### config.mk
export PLATFORM = sky130hd
export DESIGN_NAME = aes_key_loader_flat
export DESIGN_NICKNAME = d
export VERILOG_FILES = /design/src/rtl/aes_key_loader_if.sv /design/src/rtl/aes_key_loader.sv /design/src/flat_wrapper.sv
export SDC_FILE = /design/constraint.sdc
export NUM_CORES = 1
export LEC_CHECK = 0
export BUFFER_PORTS_ARGS = -buffer_cell sky130_fd_sc_hd__buf_2
export CORE_UTILIZATION = 25
export DETAILED_ROUTE_END_ITERATION = 10
export GPL_ROUTABILITY_DRIVEN = 0
export SETUP_SLACK_MARGIN = 0.05
export SLEW_MARGIN = 15
export SYNTH_ARGS = -nofsm -noshare
export SYNTH_HDL_FRONTEND = slang
export SYNTH_SLANG_ARGS = --single-unit
### constraint.sdc
create_clock -name i_clock -period 3.7 [get_ports i_clock]
set_input_delay 0.37 -clock i_clock [delete_from_list [all_inputs] [get_ports i_clock]]
set_output_delay 0.37 -clock i_clock [all_outputs]
set_load 0.05 [all_outputs]
### src/rtl/aes_key_loader_if.sv
// Key-word bus between the key feeder (master) and aes_key_loader (slave),
// together with the active-key outputs that go to the AES-256 key scheduler.
interface aes_key_loader_if #(
    parameter int NB_BUS = 64,
    parameter int NB_KEY = 256
);
    logic [NB_BUS-1:0] i_word;
    logic              i_word_valid;
    logic              i_word_last;
    logic              o_word_ready;
    logic              i_key_switch;
    logic [NB_KEY-1:0] o_key;
    logic              o_key_valid;
    logic              o_keys_stable;
    logic              o_load_error;

    modport master (
        output i_word, i_word_valid, i_word_last, i_key_switch,
        input  o_word_ready, o_key, o_key_valid, o_keys_stable, o_load_error
    );

    modport slave (
        input  i_word, i_word_valid, i_word_last, i_key_switch,
        output o_word_ready, o_key, o_key_valid, o_keys_stable, o_load_error
    );
endinterface

### src/rtl/aes_key_loader.sv
// Double-buffered AES-256 key loader: stages bus words, commits on a frame-boundary switch.
// Optional macro AES_KEY_LOADER_ZEROIZE_EN clears staging on reset, after commit and after a load error.
module aes_key_loader #(
    parameter int NB_BYTE       = 8,
    parameter int N_BYTES_KEY   = 32,
    parameter int NB_BUS        = 64,
    parameter int SCHED_LATENCY = 1
) (
    input  logic            i_clock,
    input  logic            i_reset,
    aes_key_loader_if.slave bus
);
    localparam int NB_KEY  = N_BYTES_KEY * NB_BYTE;
    localparam int N_WORDS = NB_KEY / NB_BUS;
    localparam int WCW     = (N_WORDS > 1) ? $clog2(N_WORDS) : 1;
    localparam int SCW     = (SCHED_LATENCY > 2) ? $clog2(SCHED_LATENCY - 1) : 1;

    if (NB_BYTE != 8) begin : g_bad_byte
        $error("aes_key_loader: NB_BYTE must be 8");
    end
    if ((NB_KEY % NB_BUS) != 0) begin : g_bad_bus
        $error("aes_key_loader: key width must be a multiple of NB_BUS");
    end
    if (SCHED_LATENCY < 1) begin : g_bad_lat
        $error("aes_key_loader: SCHED_LATENCY must be >= 1");
    end

    typedef enum logic [1:0] {
        FILL,
        PENDING,
        COMMIT,
        SETTLE
    } state_t;

    state_t            state_q;
    logic [WCW-1:0]    wcnt_q;
    logic [SCW-1:0]    settle_q;
    logic [NB_KEY-1:0] staging_q;
    logic [NB_KEY-1:0] staging_d;
    logic [NB_KEY-1:0] key_q;
    logic              ready_q;
    logic              key_valid_q;
    logic              stable_q;
    logic              error_q;

    logic xfer;
    logic at_last_word;
    logic bad_xfer;

    // ready_q is high exactly while in FILL, so it doubles as the state qualifier
    assign xfer         = bus.i_word_valid && ready_q;
    assign at_last_word = (wcnt_q == WCW'(N_WORDS - 1));
    assign bad_xfer     = xfer && (bus.i_word_last != at_last_word);

    always_comb begin
        staging_d = staging_q;
        for (int unsigned k = 0; k < N_WORDS; k++) begin
            if (wcnt_q == WCW'(k)) begin
                staging_d[(N_WORDS - 1 - k) * NB_BUS +: NB_BUS] = bus.i_word;
            end
        end
    end

    always_ff @(posedge i_clock) begin
        if (i_reset) begin
            state_q     <= FILL;
            wcnt_q      <= '0;
            settle_q    <= '0;
            key_q       <= '0;
            ready_q     <= 1'b1;
            key_valid_q <= 1'b0;
            stable_q    <= 1'b0;
            error_q     <= 1'b0;
`ifdef AES_KEY_LOADER_ZEROIZE_EN
            staging_q   <= '0;
`endif
        end else begin
            key_valid_q <= 1'b0;
            error_q     <= 1'b0;
            case (state_q)
                FILL: begin
                    if (bad_xfer) begin
                        wcnt_q  <= '0;
                        error_q <= 1'b1;
`ifdef AES_KEY_LOADER_ZEROIZE_EN
                        staging_q <= '0;
`else
                        staging_q <= staging_d;
`endif
                    end else if (xfer && at_last_word) begin
                        staging_q <= staging_d;
                        wcnt_q    <= '0;
                        ready_q   <= 1'b0;
                        state_q   <= PENDING;
                    end else if (xfer) begin
                        staging_q <= staging_d;
                        wcnt_q    <= wcnt_q + 1'b1;
                    end
                end
                PENDING: begin
                    if (bus.i_key_switch) begin
                        key_q       <= staging_q;
                        key_valid_q <= 1'b1;
                        stable_q    <= 1'b0;
                        state_q     <= COMMIT;
                    end
                end
                COMMIT: begin
`ifdef AES_KEY_LOADER_ZEROIZE_EN
                    staging_q <= '0;
`endif
                    if (SCHED_LATENCY > 1) begin
                        // SETTLE spends SCHED_LATENCY-1 cycles: counts down to zero inclusive
                        settle_q <= SCW'(SCHED_LATENCY - 2);
                        state_q  <= SETTLE;
                    end else begin
                        ready_q  <= 1'b1;
                        stable_q <= 1'b1;
                        state_q  <= FILL;
                    end
                end
                SETTLE: begin
                    if (settle_q == '0) begin
                        ready_q  <= 1'b1;
                        stable_q <= 1'b1;
                        state_q  <= FILL;
                    end else begin
                        settle_q <= settle_q - 1'b1;
                    end
                end
                default: begin
                    state_q <= FILL;
                    ready_q <= 1'b1;
                end
            endcase
        end
    end

    assign bus.o_word_ready  = ready_q;
    assign bus.o_key         = key_q;
    assign bus.o_key_valid   = key_valid_q;
    assign bus.o_keys_stable = stable_q;
    assign bus.o_load_error  = error_q;
endmodule

### src/flat_wrapper.sv
// flat-port wrapper written by rule: the top's interface ports become plain ports
module aes_key_loader_flat 
#(
    parameter int NB_BYTE       = 8,
    parameter int N_BYTES_KEY   = 32,
    parameter int NB_BUS        = 64,
    parameter int SCHED_LATENCY = 1
)
  (i_clock, i_reset, bus_i_word, bus_i_word_valid, bus_i_word_last, bus_i_key_switch, bus_o_word_ready, bus_o_key, bus_o_key_valid, bus_o_keys_stable, bus_o_load_error);
  aes_key_loader_if #(.NB_BUS(NB_BUS), .NB_KEY(256)) bus_i ();
  input  logic i_clock;
  input  logic i_reset;
  input wire logic [$bits(bus_i.i_word)-1:0] bus_i_word;
  input wire logic [$bits(bus_i.i_word_valid)-1:0] bus_i_word_valid;
  input wire logic [$bits(bus_i.i_word_last)-1:0] bus_i_word_last;
  input wire logic [$bits(bus_i.i_key_switch)-1:0] bus_i_key_switch;
  output wire logic [$bits(bus_i.o_word_ready)-1:0] bus_o_word_ready;
  output wire logic [$bits(bus_i.o_key)-1:0] bus_o_key;
  output wire logic [$bits(bus_i.o_key_valid)-1:0] bus_o_key_valid;
  output wire logic [$bits(bus_i.o_keys_stable)-1:0] bus_o_keys_stable;
  output wire logic [$bits(bus_i.o_load_error)-1:0] bus_o_load_error;
  assign bus_i.i_word = bus_i_word;
  assign bus_i.i_word_valid = bus_i_word_valid;
  assign bus_i.i_word_last = bus_i_word_last;
  assign bus_i.i_key_switch = bus_i_key_switch;
  assign bus_o_word_ready = bus_i.o_word_ready;
  assign bus_o_key = bus_i.o_key;
  assign bus_o_key_valid = bus_i.o_key_valid;
  assign bus_o_keys_stable = bus_i.o_keys_stable;
  assign bus_o_load_error = bus_i.o_load_error;
  aes_key_loader #(.NB_BYTE(NB_BYTE), .N_BYTES_KEY(N_BYTES_KEY), .NB_BUS(NB_BUS), .SCHED_LATENCY(SCHED_LATENCY)) u_core (.i_clock(i_clock), .i_reset(i_reset), .bus(bus_i));
endmodule
==> key figures <==
Clock network
  • Clock sink total: 520
  • TritonCTS clock tree: built
  • Clock root cell: clkbuf_16
  • Post-CTS sizing: 0
  • Clock-pin slew of the registers on the worst-case setup and hold paths: 60 ps
  • Total CTS buffers: 54
  • Setup Buffers After CTS: 0
  • Clock buffer depth: 3
  • Hold buffers post-CTS: 30
  • H-tree depth: 2
  • Worst-Skew Late Latency: 570 ps

Timing
  • Highest achievable clock rate: 408 MHz
  • Setup TNS: 0 ps
  • Final setup fails: 0
  • Slew Viols, Final: 0
  • Worst slew pin tran: 979 ps
  • WHS: 42.5 ps
  • Clk_skew: 14.2 ps
  • RSZ-0062 raised after global routing: no
  • Tcrit/Tclk final: 66.2%
  • Slew headroom: 34.7%
  • Hold Vio Cnt, Final: 0
  • Setup WS post-layout: 1250 ps
  • Minimum clock period after layout: 2450 ps

Placement
  • DP Cell Count: 1981
  • DP HPWL: 24100 µm
  • Buffers on Ports: 328
  • Post-Place Worst Slack: 1110 ps

Global routing
  • All-layer global routing usage: 11.7%
  • Total grt overflow: 0
  • First-pass GRT wire length: 56900 µm
  • Largest net degree at the start of global routing: 168
  • Vias in the first global route: 8924
  • Initial antenna violation count: 1

Drt
  • Iter 0 DRT Violations: 546
  • DRC Markers: 0
  • Detailed Route WL: 38600 µm
  • Vias per inst: 4.22
  • Drt pass-1 iters: 4
  • Via count: 8911
  • Mean routed wirelength per cell: 18.3 µm
  • DRT antenna net count: 0

Die
  • DIE AREA: 0.0642 mm²
  • # IOs: 329
  • Core ar.: 0.0621 mm²
  • Initial Utilization: 25.5%
  • DIE HEIGHT: 253 µm
  • Die W: 253 µm
  • Row count: 91

Setup path
  • CP max-delay cell: nor4_1
  • Crit path kind: register to register
  • Req. time, crit path: 3940 ps
  • Nature of the critical path endpoint: register
  • Worst endpoint data arrival time: 2690 ps
  • CP Max Fanout: 38
  • Max stage delay on crit path: 720 ps
  • Worst-path cell chain: nor4_1 > and2_4 > buf_12
  • Critical Path Start Type: register

Final layout
  • Final nets: 1303
  • Layout cell share with drive strength beyond 1: 33.4%
  • Finished Core Util: 33.0%
  • Diode count: 0
  • Area Growth Syn to Fin: 29.8%
  • Final std cells w/o fill: 2111

Power
  • Leakage: 8.20 nW
  • Peak VDD IR: 0.000311 V
  • Power density cells: 583 mW/mm²

Status
  • Status: complete, no violations

Yosys
  • Synth top area share: 48.7%
  • Syn_area_per_cell: 18.2 µm²
  • Syn nets: 939
  • FFs w/ async S/R, synth: 0%
  • Register bit total from synthesis: 520
  • Most common flop cell mapped by yosys: dfxtp_1
  • Post-synth EDFFs: 256
  • Synth cell types: 27
  • Synth top area cells: edfxtp_1 (49%), dfxtp_1 (33%), a22o_1 (14%), buf_2 (1.1%), buf_4 (0.95%)
  • Synth Warn #: 0
  • Post-Synthesis Cells: 866
  • Sequential area share after synthesis: 82.1%
  • Post-synth top cells: dfxtp_1 (264), a22o_1 (256), edfxtp_1 (256), buf_2 (35), buf_4 (20)
  • Largest area contributor in the netlist: edfxtp_1
  • Count leader, synth: dfxtp_1
  • Post-Synthesis Cell Area: 0.0158 mm²

Worst hold path
  • HP Class: input pin to register

Run
  • Max cap viols: 0
[path summary, 6_finish.rpt]
check,startpoint,end,slack (ps),cells past startpoint
worst max register to register,u_core.state_q[1],u_core.staging_q[139],1250,3
worst min-delay path,bus_i_word[37],u_core.staging_q[229],40,1
worst max-delay path,u_core.state_q[1],u_core.staging_q[139],1250,3
worst min register to register,u_core.staging_q[164],u_core.bus.o_key[164],440,1
[cell usage in the layout (no fill, tap or decap), types with 3 or more instances in the layout]
cell | netlist | final
a22o_1 | 256 | 256
and2_4 | 0 | 4
buf_12 | 0 | 8
buf_2 | 35 | 328
bufinv_16 | 0 | 7
clkbuf_1 | 3 | 16
clkbuf_16 | 0 | 57
clkbuf_8 | 0 | 7
clkinv_2 | 0 | 7
dfxtp_1 | 264 | 264
dlygate4sd3_1 | 0 | 30
edfxtp_1 | 256 | 256
ha_1 | 4 | 4
inv_1 | 3 | 3
inv_6 | 0 | 3
nor3_1 | 3 | 3
[sequential cells by signal (all words and copies together), names as in the netlist]
name and count:
u_core.bus.o_load_error 1, u_core.bus.o_keys_stable 1, u_core.bus.o_key_valid 1, u_core.bus.o_key 256, u_core.bus.o_word_ready 1, u_core.wcnt_q 2, u_core.state_q 2, u_core.staging_q 256
[area by class of cell]
cell class | count | area [µm²]
Fill cell | 5971 | 41600
Sequential cell | 520 | 13000
Multi-Input combinational cell | 285 | 2490
Timing Repair Buffer | 366 | 2100
Clock buffer | 80 | 1580
Tap cell | 837 | 1050
Clock inverter | 20 | 285
Inverter | 3 | 11.3
[critical path, delay by kind of cell, from the launching register on]
kind | cells | cell delay, ps
flops | 1 | 400
simple gates | 2 | 1280
buf+inv | 1 | 330
[cells by family after synthesis]
group / share of synthesized area (%)
AND/OR/NAND/NOR: 0.753
buffers and inverters: 2.20
adder cells (fa/ha/maj): 0.317
XOR/XNOR: 0.0555
AO/OA/AOI/OAI: 14.4
flip-flops: 82.1
multiplexers: 0.135
[power by group]
group          switching (mW)  internal (mW)
logic                   0.153         0.0626
registers              0.0139           6.09
clock network            2.18           3.45
total                    2.35           9.60
[layer usage]
metal	part of all wire [%]	wire [µm]	vias to the layer above	GRT usage [%]
met2	46	17900	275	18.4
li1	-	-	4155	-
met1	44	17100	4419	15.5
met5	0	0	-	0
met4	2.6	1010	0	3.98
met3	6.8	2620	62	3.13
[through the flow]
step / power, mW / cell area, µm²
after global routing: 12.3 / 20500
final: 12.0 / 20500
after global placement: 6.42 / 18300
after detailed placement: 6.43 / 18300
after CTS: 12.1 / 20500
after floorplan: 6.31 / 15800
(Power assumes the default switching activity.)
